==> src/rtl/xgriscv_mem_arbiter_pkg.sv <==
// Shared encodings for the IF/MEM memory bus arbiter: access size codes,
// byte-enable base patterns and arbiter FSM states.
package xgriscv_mem_arbiter_pkg;

    localparam logic [1:0] SizeB = 2'b01;
    localparam logic [1:0] SizeH = 2'b10;
    localparam logic [1:0] SizeW = 2'b11;

    localparam logic [3:0] BeByte = 4'b0001;
    localparam logic [3:0] BeHalf = 4'b0011;
    localparam logic [3:0] BeWord = 4'b1111;

    typedef enum logic [2:0] {
        StIdle,
        StIAddr,
        StIWait,
        StDAddr,
        StDWait
    } arb_state_e;

endpackage

==> src/rtl/xgriscv_lsu_align.sv <==
// Load/store lane handling: store byte enables and lane-replicated data,
// misalignment detection, and load data shift plus sign/zero extension.
module xgriscv_lsu_align
    import xgriscv_mem_arbiter_pkg::*;
(
    input  logic [1:0]  st_off,
    input  logic        st_we,
    input  logic [1:0]  st_swhb,
    input  logic [1:0]  st_lwhb,
    input  logic [31:0] st_wdata,
    output logic [3:0]  st_be,
    output logic [31:0] st_wdata_rep,
    output logic        st_misalign,
    input  logic [1:0]  ld_off,
    input  logic [1:0]  ld_lwhb,
    input  logic        ld_unsigned,
    input  logic [31:0] ld_raw,
    output logic [31:0] ld_data
);

    logic [1:0]  acc_size;
    logic [31:0] ld_shift;

    always_comb begin
        st_be        = BeWord;
        st_wdata_rep = st_wdata;
        case (st_swhb)
            SizeB: begin
                st_be        = BeByte << st_off;
                st_wdata_rep = {4{st_wdata[7:0]}};
            end
            SizeH: begin
                st_be        = BeHalf << st_off;
                st_wdata_rep = {2{st_wdata[15:0]}};
            end
            default: ;
        endcase

        // Alignment is judged against the size of the access actually requested.
        acc_size    = st_we ? st_swhb : st_lwhb;
        st_misalign = ((acc_size == SizeW) && (st_off != 2'b00)) ||
                      ((acc_size == SizeH) && st_off[0]);

        ld_shift = ld_raw >> {ld_off, 3'b000};
        ld_data  = ld_shift;
        case (ld_lwhb)
            SizeB:   ld_data = {{24{~ld_unsigned & ld_shift[7]}}, ld_shift[7:0]};
            SizeH:   ld_data = {{16{~ld_unsigned & ld_shift[15]}}, ld_shift[15:0]};
            default: ;
        endcase
    end

endmodule

==> src/rtl/xgriscv_mem_arbiter.sv <==
// Single-port memory bus arbiter between instruction fetch and the MEM-stage
// load/store path; one outstanding transaction, with a fetch starvation guard.
module xgriscv_mem_arbiter
    import xgriscv_mem_arbiter_pkg::*;
#(
    parameter int unsigned AW           = 32,
    parameter int unsigned STARVE_LIMIT = 4
) (
    input  logic          clk,
    input  logic          reset,
    input  logic          if_req,
    input  logic [AW-1:0] if_addr,
    input  logic          if_flush,
    output logic          if_rvalid,
    output logic [31:0]   if_rdata,
    input  logic          d_req,
    input  logic          d_we,
    input  logic [AW-1:0] d_addr,
    input  logic [31:0]   d_wdata,
    input  logic [1:0]    d_lwhb,
    input  logic [1:0]    d_swhb,
    input  logic          d_lunsigned,
    output logic          d_done,
    output logic [31:0]   d_rdata,
    output logic          d_misalign,
    output logic          m_req,
    output logic          m_we,
    output logic [AW-1:0] m_addr,
    output logic [3:0]    m_be,
    output logic [31:0]   m_wdata,
    input  logic          m_gnt,
    input  logic          m_rvalid,
    input  logic [31:0]   m_rdata
);

    localparam int unsigned SW = (STARVE_LIMIT > 0) ? $clog2(STARVE_LIMIT + 1) : 1;
    localparam logic [SW-1:0] StreakMax = SW'(STARVE_LIMIT);

    arb_state_e    state_q, state_d;
    logic [SW-1:0] streak_q, streak_d;
    logic          drop_q, drop_d;
    logic          mis_q, mis_d;
    logic          we_q, lunsigned_q;
    logic [AW-1:0] addr_q;
    logic [3:0]    be_q;
    logic [31:0]   wdata_q;
    logic [1:0]    lwhb_q;
    logic          lat_if, lat_d, starve;

    logic [3:0]    al_be;
    logic [31:0]   al_wdata, al_rdata;
    logic          al_misalign;

    xgriscv_lsu_align u_align (
        .st_off       (d_addr[1:0]),
        .st_we        (d_we),
        .st_swhb      (d_swhb),
        .st_lwhb      (d_lwhb),
        .st_wdata     (d_wdata),
        .st_be        (al_be),
        .st_wdata_rep (al_wdata),
        .st_misalign  (al_misalign),
        .ld_off       (addr_q[1:0]),
        .ld_lwhb      (lwhb_q),
        .ld_unsigned  (lunsigned_q),
        .ld_raw       (m_rdata),
        .ld_data      (al_rdata)
    );

    assign starve = (STARVE_LIMIT != 0) && (streak_q == StreakMax);

    always_comb begin
        state_d    = state_q;
        streak_d   = streak_q;
        drop_d     = drop_q;
        mis_d      = 1'b0;
        lat_if     = 1'b0;
        lat_d      = 1'b0;
        m_req      = 1'b0;
        if_rvalid  = 1'b0;
        d_done     = 1'b0;
        d_misalign = 1'b0;
        case (state_q)
            StIdle: begin
                drop_d     = 1'b0;
                d_done     = mis_q;
                d_misalign = mis_q;
                // The misalign pulse cycle blocks arbitration: d_req is still held.
                if (!mis_q) begin
                    if (d_req && !(if_req && starve)) begin
                        if (if_req && (streak_q != StreakMax)) begin
                            streak_d = streak_q + 1'b1;
                        end
                        if (al_misalign) begin
                            mis_d = 1'b1;
                        end else begin
                            lat_d   = 1'b1;
                            state_d = StDAddr;
                        end
                    end else if (if_req) begin
                        streak_d = '0;
                        lat_if   = 1'b1;
                        state_d  = StIAddr;
                    end
                end
            end
            StIAddr: begin
                m_req = 1'b1;
                if (if_flush) drop_d = 1'b1;
                if (m_gnt) state_d = StIWait;
            end
            StIWait: begin
                if (if_flush) drop_d = 1'b1;
                if (m_rvalid) begin
                    if_rvalid = !drop_q && !if_flush;
                    drop_d    = 1'b0;
                    state_d   = StIdle;
                end
            end
            StDAddr: begin
                m_req = 1'b1;
                if (m_gnt) state_d = StDWait;
            end
            StDWait: begin
                if (m_rvalid) begin
                    d_done  = 1'b1;
                    state_d = StIdle;
                end
            end
            default: state_d = StIdle;
        endcase
    end

    assign if_rdata = if_rvalid ? m_rdata : 32'h0;
    assign d_rdata  = ((state_q == StDWait) && m_rvalid) ? al_rdata : 32'h0;
    assign m_we     = we_q;
    assign m_addr   = {addr_q[AW-1:2], 2'b00};
    assign m_be     = be_q;
    assign m_wdata  = wdata_q;

    always_ff @(posedge clk or negedge reset) begin
        if (!reset) begin
            state_q     <= StIdle;
            streak_q    <= '0;
            drop_q      <= 1'b0;
            mis_q       <= 1'b0;
            we_q        <= 1'b0;
            addr_q      <= '0;
            be_q        <= 4'h0;
            wdata_q     <= 32'h0;
            lwhb_q      <= 2'b00;
            lunsigned_q <= 1'b0;
        end else begin
            state_q  <= state_d;
            streak_q <= streak_d;
            drop_q   <= drop_d;
            mis_q    <= mis_d;
            if (lat_d) begin
                we_q        <= d_we;
                addr_q      <= d_addr;
                be_q        <= al_be;
                wdata_q     <= al_wdata;
                lwhb_q      <= d_lwhb;
                lunsigned_q <= d_lunsigned;
            end else if (lat_if) begin
                we_q    <= 1'b0;
                addr_q  <= if_addr;
                be_q    <= BeWord;
                wdata_q <= 32'h0;
            end
        end
    end

endmodule

==> config.mk <==
export PLATFORM = sky130hd
export DESIGN_NAME = xgriscv_mem_arbiter
export DESIGN_NICKNAME = d
export VERILOG_FILES = /design/src/rtl/xgriscv_mem_arbiter_pkg.sv /design/src/rtl/xgriscv_lsu_align.sv /design/src/rtl/xgriscv_mem_arbiter.sv
export SDC_FILE = /design/constraint.sdc
export NUM_CORES = 1
export LEC_CHECK = 0
export CAP_MARGIN = 20
export CORE_AREA = 3 3 118 120
export DETAILED_ROUTE_END_ITERATION = 16
export DIE_AREA = 0 0 121 123
export PLACE_DENSITY = 0.91
export SETUP_SLACK_MARGIN = 0.5
export SYNTH_ARGS = -nofsm -noshare
export SYNTH_HDL_FRONTEND = slang
export SYNTH_SLANG_ARGS = --single-unit
==> constraint.sdc <==
create_clock -name clk -period 1.96 [get_ports clk]
set_input_delay 0.196 -clock clk [delete_from_list [all_inputs] [get_ports clk]]
set_output_delay 0.196 -clock clk [all_outputs]
set_load 0.03 [all_outputs]
# Word level (Yosys, flattened, before mapping)
# Index checks and enable logic that the tools add are counted.
[totals]
ff_bits = 80
inputBits = 141
word_cells = 103
[op_classes]
mux = 46
addsub = 1
n_bitwise = 4
eq_ne = 19
reduce_logical = 20
shift = 3
[op_table]
columns = ["operator", "count"]
rows = [
  ["$mux W32", 6],
  ["$pmux W32 S2", 2],
  ["$shr A32 B5 Y32", 1],
  ["$mux W3", 10],
  ["$mux W1", 21],
  ["$pmux W3 S4", 1],
  ["$ne A3 B3 Y1 const B", 3],
  ["$eq A2 B2 Y1 const B", 4],
  ["$mux W4", 2],
  ["$pmux W4 S2", 1],
  ["$logic_and A1 B1 Y1", 7],
  ["$eq A3 B2 Y1 const B", 2],
  ["$eq A3 B3 Y1 const B", 2],
  ["$ne A2 B2 Y1 const B", 3],
  ["$reduce_and A6 Y1", 1],
  ["$reduce_bool A2 Y1", 3],
  ["$eq A2 B1 Y1 const B", 2],
  ["$ne A2 B1 Y1 const B", 2],
  ["$reduce_and A4 Y1", 1],
  ["$reduce_or A2 Y1", 2],
  ["$shl A1 B2 Y4 const A", 1],
  ["$shl A2 B2 Y4 const A", 1],
  ["$add A3 B1 Y3 const B", 1],
  ["$eq A3 B1 Y1 const B", 1],
  ["9 further kinds", 13],
]

# Longest topological paths before layout
# Gate-level depths: netlist of run 1.
[logic_depth]
ltp_word = 9
ltp_mapped = 9
mapped_depth_nobuf = 7

# Hierarchy
# Synthesis of run 1 repeated with hierarchy kept, for this count alone.
[hier_totals]
cells_unflattened = 598
area_unflattened_um2 = 5232.5
[modules_own_cells]
columns = ["mod", "seq_area_each_um2", "instances", "area_per_inst_um2", "cells_per_inst"]
rows = [
  ["xgriscv_mem_arbiter", 2001.9, 1, 3955.0, 401],
  ["xgriscv_lsu_align", 0.0, 1, 1277.5, 197],
]

# Worst setup path before layout of run 1
# No wires, ideal clock.
[synth_path]
kind = "register to output"
start = "register state_q[1]"
end = "output port d_rdata[5]"
stages_incl_launch_ff = 6
t_required_ns = 1.764
t_arrival_ns = 1.851
path_slack_ns = -0.087
cell_sequence = "dfrtp_1 buf_2 nor2_1 nand3_1 clkbuf_1 a211oi_1"
[synth_between]
elab_chain_len = 3
[synth_rtl]
columns = ["element", "line_no", "source"]
rows = [
  ["from (decl)", "xgriscv_mem_arbiter.sv:39", "arb_state_e state_q, state_d;"],
  ["from (signal assigned)", "xgriscv_mem_arbiter.sv:143", "state_q <= StIdle;"],
  ["from (signal assigned)", "xgriscv_mem_arbiter.sv:154", "state_q <= state_d;"],
  ["$eq A3 B3 Y1", "xgriscv_mem_arbiter.sv:135", "assign d_rdata = ((state_q == StDWait) && m_rvalid) ? al_rdata : 32'h0;"],
  ["$logic_and A1 B1 Y1", "xgriscv_mem_arbiter.sv:135", ""],
  ["$mux W32", "xgriscv_mem_arbiter.sv:135", ""],
  ["to (decl)", "xgriscv_mem_arbiter.sv:24", "output logic [31:0] d_rdata,"],
]
# No other way between the ends.

# Worst setup path in the final report of run 1
[layout_path]
start = "register addr_q[0]"
end = "output port d_rdata[0]"
[layout_between]
elab_chain_len = 3
[layout_rtl]
columns = ["element", "line_no", "source"]
rows = [
  ["from (decl)", "xgriscv_mem_arbiter.sv:44", "logic [AW-1:0] addr_q;"],
  ["from (signal assigned)", "xgriscv_mem_arbiter.sv:160", "addr_q <= d_addr;"],
  ["from (signal assigned)", "xgriscv_mem_arbiter.sv:167", "addr_q <= if_addr;"],
  ["$shr A32 B5 Y32", "xgriscv_lsu_align.sv:44", "ld_shift = ld_raw >> {ld_off, 3'b000};"],
  ["$pmux W32 S2", "xgriscv_lsu_align.sv:46", "case (ld_lwhb)"],
  ["$mux W32", "xgriscv_mem_arbiter.sv:135", ""],
]
# No other way between the ends.

==> flow_results.org, run 1 <==
** Outcome
- Run status :: finished with violations
- Failing checks :: negative setup slack

** Routing
- The detailed router used layers up to and including met5.
- Router iterations before antenna repair :: 8
- Starting DRT DRC Count :: 945
- In this run the remaining antenna-violating nets after routing total 0.
- Vias after detailed routing :: 7,477
- In the routed design, unresolved DRC markers number 0.
- The routed design has 36,100 um of wire.
- Length of routed met2 wiring :: 16,800 um
- In the final routing, the length of wire on met1 measures 11,000 um.
- Routed length on met3 :: 4330 um
- Routed length per instance :: 30.6 um
- In the routed layout, each cell is associated on average with a via count of 6.34.

** Worst setup path
- The worst setup path is of the flop to output port kind.
- Type of element capturing the critical path :: output port
- Critical register-to-register path startpoint :: state_q[0]
- The cell family contributing the most delay on the critical path is compound AO/OA/AOI/OAI gates.
- Kind of start point of the critical path :: flop
- At the worst endpoint, the arrival time is 2.53 ns.
- Count of buffering cells on the critical path with inverters included :: 4
- On the critical path, the stage with the largest delay is an instance of sky130_fd_sc_hd__a211oi_1.
- The critical path goes through buf_12 > buf_8 > buf_4 > nor2b_1 > a211oi_1 > a211oi_4 > buf_6.
- Of all nets on the critical path, the largest fanout is 5.
- For the worst setup path, the data required time is 1.76 ns.
- Slowest Stage Delay on Critical Path :: 0.97 ns
- The critical path starts at addr_q[0].

** Synth
- In this run the cell area of the synthesized design comes to 5010 um^2.
- After synthesis, the share of flip-flops with an asynchronous set or reset is 1.00.
- Total number of yosys warnings :: 0
- In the synthesized netlist the dominant register cell turns out to be sky130_fd_sc_hd__dfrtp_1.
- Synth Register Bits :: 80
- The share of the Yosys chip area taken by registers is 0.400.
- Unique masters post-synth :: 42
- After technology mapping, the gate count stands at 605.
- The average instance in the mapped netlist occupies 8.28 um^2.
- Yosys mapped a number of flops with a built-in enable equal to 0.

** Clock network
- The longest clock path from root to sink contains 2 buffers.
- TritonCTS built the clock tree.
- CTS placed an instance of sky130_fd_sc_hd__clkbuf_16 at the clock tree root.
- Clock-pin slew was measured on the worst setup and hold paths at 0.07 ns.
- Clock sink count :: 80
- Buffers inserted during clock tree synthesis total 9.
- For the worst-skew pair, the clock arrives at the later sink with an insertion delay of 0.35 ns.
- # H-tree levels :: 3

** Global route
- For this run, the total global-route usage over all layers was measured as 0.401.
- Entering global routing, the biggest net connects 43 pins.
- Vias in the first global route :: 7,460
- The initial antenna violation count is 3.
- Global-route wire length before repair :: 44,900 um
- For this run the aggregate overflow at the end of global routing stands at 0.

** Place
- Cell area reported after detailed placement :: 8760 um^2
- Routability-driven placement finished with a final weighted congestion of 0.955.
- The count of buffers added on input and output ports is 275.
- Dpl cells :: 1,056
- HPWL after detailed placement :: 15,800 um

** Power
- The share of total power dissipated in combinational logic is 0.708.
- The worst-case IR drop observed on VDD is 0.914 mV.
- Dividing total power by cell area gives a power density of 1490 nW/um^2.
- Sequential cell fraction of total power :: 0.181
- Leakage power of the design :: 5.25 nW
- Switching Share :: 0.484
- Cell internal power was estimated by the tool at 0.00912 W.
- The share of total power dissipated in the clock network is 0.111.
- Summed over all nets, the switching power comes to 0.00857 W.

** Cells and area
- Leaving out filler cells and counting taps, the final layout contains 1,180.
- The layout has 455 filler cells.
- The area growth from synthesis to layout is 137%.
- Area of the multi-input gates :: 3750 um^2
- Sequential Area :: 2000 um^2
- Cell area after layout :: 11,900 um^2
- Layout cells sized above 1 :: 0.514
- In the final design database the tool counted 1,144 nets.

** STA
- Pins Over Slew Limit :: 0
- Timing would allow up to 367 MHz.
- Setup skew after layout :: 0.0173 ns
- In the finished design, the share of the clock period the worst path needs comes to 1.39.
- At the pin with the least slew margin, the transition time is 1.15 ns.
- Counting I/O delays and the setup requirement, the final critical path takes 2.73 ns.
- Setup violators final :: 138
- Post-route setup slack :: -0.767 ns
- RSZ-0062 raised after global routing :: true
- Final number of hold-violating endpoints :: 0
- Max transition margin :: 0.230

** Die
- Num rows :: 42
- The die is 121 um wide.
- Initial standard-cell utilization of the core :: 0.383
- The region available for standard cell placement spans 13,100 um^2.
- In this run the count of I/O pins placed on the die edge is 278.
- Vertical extent of the die :: 123 um
- Floorplan die area :: 14,900 um^2

** Job
- Maximum capacitance violations :: 0

** Hold path
- Worst hold path class :: primary input to async pin
synth_stat cells (all sizes together), types with 2 or more instances:
cell type,n,area [um^2]
a21oi,30,154
o211ai,2,15.0
nand3b,2,15.0
nor3,5,25.0
ha,6,75.1
and3,3,18.8
o22ai,2,12.5
mux2,3,33.8
dfrtp,80,2000
a31oi,5,31.3
a211oi,14,105
clkbuf,20,75.1
o21ai,87,439
mux2i,14,140
nand2b,5,31.3
nor2,38,143
nor2b,10,62.6
and2,32,200
buf,58,388
a221o,8,80.1
a22oi,33,248
nand2,48,180
nand3,36,180
inv,44,165
nor3b,8,60.1
routing by layer:
metal | global-route usage | up-vias
li1 | - | 2866
met1 | 0.401 | 3545
met2 | 0.699 | 726
met3 | 0.126 | 336
met4 | 0.299 | 4
met5 | 0 | -
area by class of cell:
class,count,area share
Antenna cell,2,0.000422
Clock buffer,10,0.0201
Clock inverter,6,0.00823
Inverter,45,0.0146
Multi-Input combinational cell,403,0.316
Sequential cell,80,0.169
Tap cell,176,0.0186
Timing Repair Buffer,458,0.453
what timing repair did:
action | in CTS | in global routing
pin swaps | 79 | 27
hold buffers | 1 | 0
setup buffers | 55 | 20
setup endpoints to repair | 212 | 146
resized for setup | 374 | 95
hold endpoints to repair | 38 | 0
cloned | 30 | 0
final timing paths:
path / slack (ns) / cells past startpoint / end
max in group asynchronous: 0.92 / 3 / state_q[0]
min: 0.37 / 2 / addr_q[23]
max reg2reg: -0.22 / 11 / addr_q[8]
min in group clk: 0.46 / 3 / addr_q[19]
min reg2reg: 0.48 / 1 / streak_q[2]
max: -0.77 / 7 / d_rdata[0]
sequential cells by signal (all words and copies together), names as in the netlist:
register     cells
m_be             4
m_we             1
lunsigned_q      1
addr_q          32
mis_q            1
lwhb_q           2
state_q          3
streak_q         3
drop_q           1
m_wdata         32
power by group through the flow:
stage | combinational (W) | sequential (W) | clock [W]
after floorplan | 0.00458 | 0.00364 | 0
after CTS | 0.0105 | 0.00297 | 0.00193
after global placement | 0.00783 | 0.00297 | 0
after detailed placement | 0.00800 | 0.00300 | 0
after global routing | 0.0128 | 0.00322 | 0.00203
final | 0.0125 | 0.00319 | 0.00196
cells in the final DEF, fill, tap and decap left out, drive strengths merged, types with 30 or more instances in the layout:
cell type,instances
a21oi,30
a22oi,33
and2,32
buf,249
clkdlybuf4s50,139
dfrtp,80
dlygate4sd2,67
inv,47
nand2,48
nand3,36
nor2,38
o21ai,87
cell families (layout without fill, tap and decap cells):
kind of cell,after synthesis,count (layout),synth area share
muxes,18,18,0.0392
other,1,4,0.000749
buffers and inverters,123,519,0.126
adders and majority gates,6,6,0.0150
and+or+nand+nor,191,191,0.192
DFF,80,80,0.400
AOI/OAI and AO/OA,186,186,0.227
through the flow:
| stage | TNS [ns] | total power [W] | hold WS, ns | worst slack (ns) | utilization |
|---|---|---|---|---|---|
| detailed placement | -8.61 | 0.0110 | 0.204 | -0.449 | 0.669 |
| global placement | -6.08 | 0.0108 | 0.205 | -0.423 | 0.669 |
| CTS | -15.58 | 0.0154 | 0.377 | -0.389 | 0.863 |
| finish | -29.15 | 0.0177 | 0.367 | -0.767 | 0.907 |
| floorplan | 0 | 0.00821 | -0.0996 | 0.170 | - |
| global route | -37.55 | 0.0181 | 0.395 | -0.765 | 0.907 |
Note: power is estimated with default switching activity, not from simulation.
==> run 2: changes to the inputs <==
ABC_CLOCK_PERIOD_IN_PS = 1960   (was default)
==> results of run 2 <==
The final DEF is identical to that of run 1; final timing and power are the same.
